## src/rtl/mem_pkg.sv

```systemverilog
// Shared definitions for the unified-memory arbiter: memsize codes,
// response kinds and the data-access alignment rule.
package mem_pkg;

  localparam logic [2:0] MS_B  = 3'b000;
  localparam logic [2:0] MS_H  = 3'b001;
  localparam logic [2:0] MS_W  = 3'b010;
  localparam logic [2:0] MS_BU = 3'b100;
  localparam logic [2:0] MS_HU = 3'b101;

  typedef enum logic [2:0] {
    R_NONE,
    R_FETCH,
    R_LOAD,
    R_STORE,
    R_ERR
  } resp_e;

  // Halves must sit on an even byte, words on a 4-byte boundary.
  function automatic logic is_misaligned(input logic [2:0] size, input logic [1:0] addr);
    case (size)
      MS_H, MS_HU: return addr[0];
      MS_W:        return addr != 2'b00;
      default:     return 1'b0;
    endcase
  endfunction

endpackage

```

## src/rtl/starve_ctr.sv

```systemverilog
// Saturating count of consecutive cycles the fetch port has been refused.
module starve_ctr #(
  parameter int STARVE_MAX = 4
) (
  input  logic clk,
  input  logic reset,
  input  logic inc,
  input  logic clr,
  output logic sat
);

  localparam int CW = $clog2(STARVE_MAX + 1);

  logic [CW-1:0] cnt;

  // Count refused cycles; clear wins over increment, stop at STARVE_MAX.
  always_ff @(posedge clk) begin
    // NOTE: state is updated with <= so every register samples pre-edge values.
    if (reset) begin
      cnt <= '0;
    end else if (clr) begin
      cnt <= '0;
    end else if (inc && cnt != CW'(STARVE_MAX)) begin
      cnt <= cnt + CW'(1);
    end
  end

  assign sat = (cnt == CW'(STARVE_MAX));

endmodule

```

## src/rtl/mem_arbiter.sv

```systemverilog
// Shares one single-port memory between fetch and load/store. Data has
// priority unless fetch has been starved for STARVE_MAX cycles; every grant
// produces a registered response one cycle later.
module mem_arbiter
  import mem_pkg::*;
#(
  parameter int STARVE_MAX = 4,
  parameter int AW         = 32
) (
  input  logic          clk,
  input  logic          reset,
  input  logic          i_req,
  input  logic [AW-1:0] i_addr,
  output logic          i_gnt,
  output logic          i_rvalid,
  output logic [31:0]   i_rdata,
  input  logic          d_req,
  input  logic          d_we,
  input  logic [2:0]    d_size,
  input  logic [AW-1:0] d_addr,
  input  logic [31:0]   d_wdata,
  output logic          d_gnt,
  output logic          d_rvalid,
  output logic [31:0]   d_rdata,
  output logic          d_err,
  output logic          m_en,
  output logic          m_we,
  output logic [2:0]    m_size,
  output logic [AW-1:0] m_addr,
  output logic [31:0]   m_wdata,
  input  logic [31:0]   m_rdata
);

  logic  fetch_win;
  logic  data_win;
  logic  misal;
  logic  starve_sat;
  resp_e resp;
  resp_e resp_next;

  // Arbitration and memory-port mux; the bus is all zeros when not accessing.
  always_comb begin
    // NOTE: every output gets a default first so no path can infer a latch.
    m_en    = 1'b0;
    m_we    = 1'b0;
    m_size  = '0;
    m_addr  = '0;
    m_wdata = '0;

    fetch_win = !reset && i_req && (!d_req || starve_sat);
    data_win  = !reset && d_req && !fetch_win;
    misal     = data_win && is_misaligned(d_size, d_addr[1:0]);

    if (fetch_win) begin
      m_en   = 1'b1;
      m_size = MS_W;
      m_addr = i_addr;
    end else if (data_win && !misal) begin
      m_en    = 1'b1;
      m_we    = d_we;
      m_size  = d_size;
      m_addr  = d_addr;
      m_wdata = d_wdata;
    end
  end

  assign i_gnt = fetch_win;
  assign d_gnt = data_win;

  starve_ctr #(
    .STARVE_MAX(STARVE_MAX)
  ) u_starve (
    .clk  (clk),
    .reset(reset),
    .inc  (i_req && !fetch_win),
    .clr  (fetch_win || !i_req),
    .sat  (starve_sat)
  );

  // Response register: remembers what kind of access was granted last cycle.
  always_ff @(posedge clk) begin
    if (reset) begin
      resp <= R_NONE;
    end else begin
      resp <= resp_next;
    end
  end

  // Next response kind from this cycle's grant; outputs decoded from resp.
  always_comb begin
    resp_next = R_NONE;
    i_rvalid  = 1'b0;
    i_rdata   = '0;
    d_rvalid  = 1'b0;
    d_rdata   = '0;
    d_err     = 1'b0;

    if (fetch_win) begin
      resp_next = R_FETCH;
    end else if (data_win) begin
      if (misal)     resp_next = R_ERR;
      else if (d_we) resp_next = R_STORE;
      else           resp_next = R_LOAD;
    end

    // An in-flight response is dropped while reset is held.
    if (!reset) begin
      case (resp)
        R_FETCH: begin
          i_rvalid = 1'b1;
          i_rdata  = m_rdata;
        end
        R_LOAD: begin
          d_rvalid = 1'b1;
          d_rdata  = m_rdata;
        end
        R_STORE: d_rvalid = 1'b1;
        R_ERR: begin
          d_rvalid = 1'b1;
          d_err    = 1'b1;
        end
        default: ;
      endcase
    end
  end

endmodule

```

## config.mk

```make
export PLATFORM = sky130hd
export DESIGN_NAME = mem_arbiter
export DESIGN_NICKNAME = d
export VERILOG_FILES = /design/src/rtl/mem_pkg.sv /design/src/rtl/starve_ctr.sv /design/src/rtl/mem_arbiter.sv
export SDC_FILE = /design/constraint.sdc
export NUM_CORES = 1
export LEC_CHECK = 0
export CORE_AREA = 5 5 104 106
export CTS_CLUSTER_DIAMETER = 50
export DETAILED_ROUTE_END_ITERATION = 8
export DIE_AREA = 0 0 109 111
export PLACE_DENSITY_LB_ADDON = 0.15
export SYNTH_ARGS = -nofsm -noshare
export SYNTH_HDL_FRONTEND = slang
export SYNTH_HIERARCHICAL = 1
export SYNTH_SLANG_ARGS = --single-unit
```

## constraint.sdc

```tcl
create_clock -name clk -period 4.2 [get_ports clk]
set_clock_uncertainty 0.1 [all_clocks]
set_input_delay 1.26 -clock clk [delete_from_list [all_inputs] [get_ports clk]]
set_output_delay 1.26 -clock clk [all_outputs]
set_load 0.02 [all_outputs]
```

==> results of run 1 <==
-- synthesized netlist by cell type (3+ instances only) --
cell type,instances,area share
and3_1,35,0.15
nor4b_1,3,0.018
clkbuf_1,15,0.038
dfxtp_1,6,0.081
buf_2,4,0.014
buf_6,3,0.023
nor3b_1,3,0.015
nor2_1,5,0.013
and2_1,68,0.29
a32o_1,32,0.22
-- final cells by class --
cell class | instances | area, µm²
fill | 1017 | 5276
timing repair buffer | 308 | 2798
multi-input combinational | 170 | 1270
tap | 133 | 166.4
sequential | 6 | 120.1
clock buffer | 3 | 41.29
inverter | 3 | 12.51
-- power groups by stage --
stage               Clock, mW  Sequential, mW  Combinational [mW]
floorplan                   0          0.0619               0.142
global route           0.0892          0.0631               0.423
global placement            0          0.0627               0.401
CTS                    0.0851          0.0628               0.413
detailed placement          0          0.0629               0.404
finish                 0.0833          0.0628               0.399
-- critical path, stage by stage --
cell             delay [ns]
clkdlybuf4s50_1        0.48
nor2b_2                0.19
and3_4                 0.27
buf_12                 0.17
and3_1                 0.16
clkdlybuf4s15_2        0.27
-- stage by stage --
| stage | TNS (ns) | util | cell area, µm² | setup WS [ns] |
|---|---|---|---|---|
| 2_1_floorplan | 0 | - | 1474 | 0.3257 |
| 3_3_place_gp | -54.45 | 0.4652 | 4506 | -0.5288 |
| 3_5_place_dp | -57.00 | 0.4652 | 4506 | -0.5469 |
| 4_1_cts | -0.06000 | 0.4997 | 4840 | -0.02669 |
| 5_1_grt | -0.2049 | 0.4552 | 4408 | -0.03155 |
| 6_report | 0 | 0.4552 | 4408 | 0.04306 |
-- kinds of logic (layout without fill, tap and decap cells) --
| logic type | Yosys count | count (layout) | synth area share |
|---|---|---|---|
| muxes | 3 | 3 | 0.02207 |
| adders and majority gates | 2 | 2 | 0.01698 |
| buffers and inverters | 26 | 314 | 0.08488 |
| DFF | 6 | 6 | 0.08150 |
| and+or+nand+nor | 127 | 127 | 0.5450 |
| AOI/OAI and AO/OA | 38 | 38 | 0.2496 |
-- cells in the final DEF, fill, tap and decap left out, drive strengths merged, types with 3 or more instances in the layout --
cell type,netlist,layout
a32o,32,32
and2,68,68
and3,35,35
buf,8,109
clkbuf,15,39
clkdlybuf4s15,0,25
clkdlybuf4s50,0,131
dfxtp,6,6
dlygate4sd2,0,6
nor2,5,5
nor3b,3,3
nor4b,3,3
-- final timing paths --
kind | to | cells past startpoint | slack, ns
setup reg to reg | u_starve/cnt[0]$_SDFFE_PP0P_ | 9 | 2.06
hold reg to reg | u_starve/cnt[2]$_SDFFE_PP0P_ | 2 | 0.47
hold / removal | u_starve/cnt[2]$_SDFFE_PP0P_ | 2 | 0.47
setup / recovery | m_wdata[20] | 6 | 0.04
-- routing by layer --
| metal | wire (µm) | vias to the layer above |
|---|---|---|
| li1 | - | 1326 |
| met1 | 3616 | 1237 |
| met2 | 5762 | 174 |
| met3 | 1286 | 8 |
| met4 | 141 | 0 |
| met5 | 0 | - |
-- registers in the layout (all words and copies together), names as in the netlist --
register / flops
resp: 3
u_starve/cnt: 3
-- what timing repair did --
| action | in CTS | in global routing |
|---|---|---|
| setup endpoints to repair | 137 | 103 |
| gates cloned | 6 | 0 |
| pin swaps | 22 | 4 |
| buffers inserted | 7 | 0 |
| resized for setup | 462 | 86 |
==> flow_metrics.tcl, run 1 <==
set metrics [dict create \
    comb_power_share 0.732 \
    via_per_inst 4.406 \
    globalRouteMet3Util 0.05766 \
    drt-initial-drc-count 106 \
    status "complete, no violations" \
    final_cells 623 \
    via_count 2745 \
    worstPathRequired_ns 2.84 \
    min_from "u_starve/cnt[2]$_SDFFE_PP0P_" \
    worst_setup_path_start_kind "input pin" \
    drv_cap 0 \
    async_flop_share 0 \
    drc 0 \
    num_antenna_cells 0 \
    fin_crit_sh 0.9897 \
    synth.avg_cell_area_um2 7.297 \
    core.rowCount 36 \
    cts_root_buf "clkbuf_8" \
    cts_tree "yes" \
    drive_gt1_frac 0.3735 \
    worstMarginPinSlew_ns 0.2846 \
    dp_cells 608 \
    die_w_um 109 \
    cp_max_fo 23 \
    hold_buffers 0 \
    dr.pass1.iters 4 \
    numCtsBuffers 3 \
    antenna_left 0 \
    clk_pin_slew_ns 0.03 \
    synth-edff-count 0 \
    internal_power_uw 354.4 \
    synth_nets 340 \
    ys.flop_type "dfxtp_1" \
    cp-startpoint "d_req" \
    die_y_um 111 \
    timing.rr.start "u_starve/cnt[0]$_SDFFE_PP0P_" \
    grt.busiest_layer "met2" \
    leakagePower_nw 2.145 \
    p_total_uw 544.8 \
    power.share.sequential 0.115 \
    rsz0062_at_grt "yes" \
    clock_path_buffers 2 \
    relSlewSlack 0.8100 \
    overflow 0 \
    wl_per_cell_um 17.35 \
    grt_use_total 0.1619 \
    yosysSeqAreaShare 0.08149 \
    whs_ns 0.4711 \
    min_path_type "reg2reg" \
    slew_violations 0 \
    grt_max_degree 36 \
    initial_core_util 0.1522 \
    clockPowerShare 0.153 \
    yosysUniqueCellTypes 32 \
    htree_levels 1 \
    yosys_warnings 6 \
    met2_usage 0.3264 \
    power_density_nw_per_um2 123.6 \
    critPathCaptureType "output port" \
    clk_latency_ns 0.22 \
    vdd_drop_max_mv 0.07618 \
    dieArea_um2 12100 \
    power.switching_uw 190.4 \
    grt_pass1_wl_um 15730 \
    syn_inst 202 \
    core_area_um2 9684 \
    hold_violations 0 \
    max_freq_mhz 240.6 \
    grt_pass1_vias 2872 \
    io-pin-count 274 \
    synth_seq_cells 6 \
    worstSetupPathType "in2out" \
    gp_congestion 0.7484 \
    drt-total-wl_um 10810 \
    syn-cell-area_um2 1474 \
    cts_sinks 6 \
    critPathArrivalTime_ns 2.80 \
    nNetsFinal 630 \
    grt.met1_usage 0.1531 \
    portBuffers 273 \
    setup_violations 0 \
    syn_to_final_growth_pct 199.1 \
    period_needed_ns 4.157 \
    dp_hpwl_um 8592 \
    antenna_found_initial 0 \
    sw_frac_of_total 0.3495 \
]
(Power assumes the default switching activity.)
==> inputs of run 2 (changes only) <==
--- a/config.mk
+++ b/config.mk
@@ -10,6 +10,8 @@
 export DETAILED_ROUTE_END_ITERATION = 8
 export DIE_AREA = 0 0 109 111
 export PLACE_DENSITY_LB_ADDON = 0.15
+export SETUP_SLACK_MARGIN = 0.1
+export SKIP_CTS_REPAIR_TIMING = 1
 export SYNTH_ARGS = -nofsm -noshare
 export SYNTH_HDL_FRONTEND = slang
 export SYNTH_HIERARCHICAL = 1
==> flow_metrics.tcl, run 2 (synthesis gave the netlist of run 1 again) <==
set metrics [dict create \
    slew_violations 0 \
    drive_gt1_frac 0.1595 \
    cp_max_fo 8 \
    critPathCaptureType "output port" \
    wl_per_cell_um 17.51 \
    p_total_uw 544.1 \
    grt_pass1_vias 2717 \
    nNetsFinal 629 \
    clock_path_buffers 2 \
    syn_to_final_growth_pct 232.9 \
    worstPathRequired_ns 2.84 \
    clk_pin_slew_ns 0.03 \
    worstMarginPinSlew_ns 0.2936 \
    holdPathEnd "u_starve/cnt[2]$_SDFFE_PP0P_" \
    dp_hpwl_um 8592 \
    critPathArrivalTime_ns 2.69 \
    grt_use_total 0.1479 \
    overflow 0 \
    power_density_nw_per_um2 110.9 \
    worst_setup_path_start_kind "input pin" \
    r2r_end "u_starve/cnt[0]$_SDFFE_PP0P_" \
    drv_cap 0 \
    dr.pass1.iters 4 \
    period_needed_ns 4.052 \
    layout_commonest_cell "clkdlybuf4s50_1" \
    initial_core_util 0.1522 \
    drt-initial-drc-count 66 \
    die_y_um 111 \
    grt_pass1_wl_um 14530 \
    hold_violations 0 \
    cts_sinks 6 \
    reg2reg_depth 9 \
    portBuffers 273 \
    dieArea_um2 12100 \
    num_antenna_cells 0 \
    die_w_um 109 \
    via_count 2774 \
    hold_depth 2 \
    htree_levels 1 \
    drt-total-wl_um 10890 \
    ff2ff_setup_slack_ns 2.05 \
    cts_tree "yes" \
    io-pin-count 274 \
    clk_latency_ns 0.22 \
    reg.largest.list "resp (3), u_starve/cnt (3)" \
    fin_tns_setup_ns 0 \
    timing.rr.start "u_starve/cnt[0]$_SDFFE_PP0P_" \
    via_per_inst 4.460 \
    layout_common_cells "clkdlybuf4s50_1 (130), dlymetal6s2s_1 (112), and2_1 (68)" \
    drc 0 \
    max_freq_mhz 246.8 \
    cts_root_buf "clkbuf_8" \
    core_area_um2 9684 \
    grt_max_degree 36 \
    antenna_left 0 \
    min_path_type "reg2reg" \
    vdd_drop_max_mv 0.07687 \
    core.rowCount 36 \
    numCtsBuffers 3 \
    worstSetupPathType "in2out" \
    setup_violations 0 \
    relSlewSlack 0.8039 \
    fin_crit_sh 0.9648 \
    leakagePower_nw 3.827 \
    min_from "u_starve/cnt[2]$_SDFFE_PP0P_" \
    status "complete, no violations" \
    rsz0062_at_grt "no" \
    gp_congestion 0.7484 \
    antenna_found_initial 0 \
]
## run 2: worst max-delay path, stage by stage
cell	delay, ns
dlymetal6s2s_1	0.13
or3b_4	0.39
or2_4	0.32
clkbuf_16	0.18
a32o_1	0.23
buf_4	0.16
## run 2: metrics by stage
stage               worst slack (ns)    util  hold WS, ns  instances  instance area, µm²
finish                        0.1479  0.5066       0.4703        622                4906
global route                  0.1048  0.5066       0.5027        622                4906
CTS                          -0.5579  0.4695       0.4708        611                4547
detailed placement           -0.5469  0.4652       0.4655        608                4506
global placement             -0.5288  0.4652       0.4516        608                4506
floorplan                     0.3257       -       0.4408        202                1474
## run 2: how the worst max path moves through the flow
stage	startpoint	to	slack, ns	cells after the start
finish	d_size[0]	m_addr[31]	0.15	6
global route	d_size[0]	m_addr[5]	0.10	6
CTS	d_size[1]	m_size[1]	-0.56	6
detailed placement	d_size[1]	m_size[1]	-0.55	6
global placement	d_size[1]	m_addr[20]	-0.53	6
floorplan	d_size[0]	m_addr[16]	0.33	5
## run 2: final cells by class
type,instances,area (µm²)
fillers,909,4778
repair buffers,307,3292
multi-input cells,170,1275
well taps,133,166.4
flip-flops and latches,6,120.1
clock buffers,3,41.29
inverters,3,11.26
## run 2: report_power, final
group	total [mW]	switching (mW)	internal, mW
clock	0.0836	0.0222	0.0613
combinational	0.398	0.162	0.235
sequential	0.0628	0.00331	0.0595
## run 2: metal layers
metal,share of wire,GRT usage,wire length (µm)
met1,0.33,0.1443,3572
met2,0.53,0.2920,5788
met3,0.13,0.05941,1432
met4,0.0090,0.01599,98
met5,0,0,0
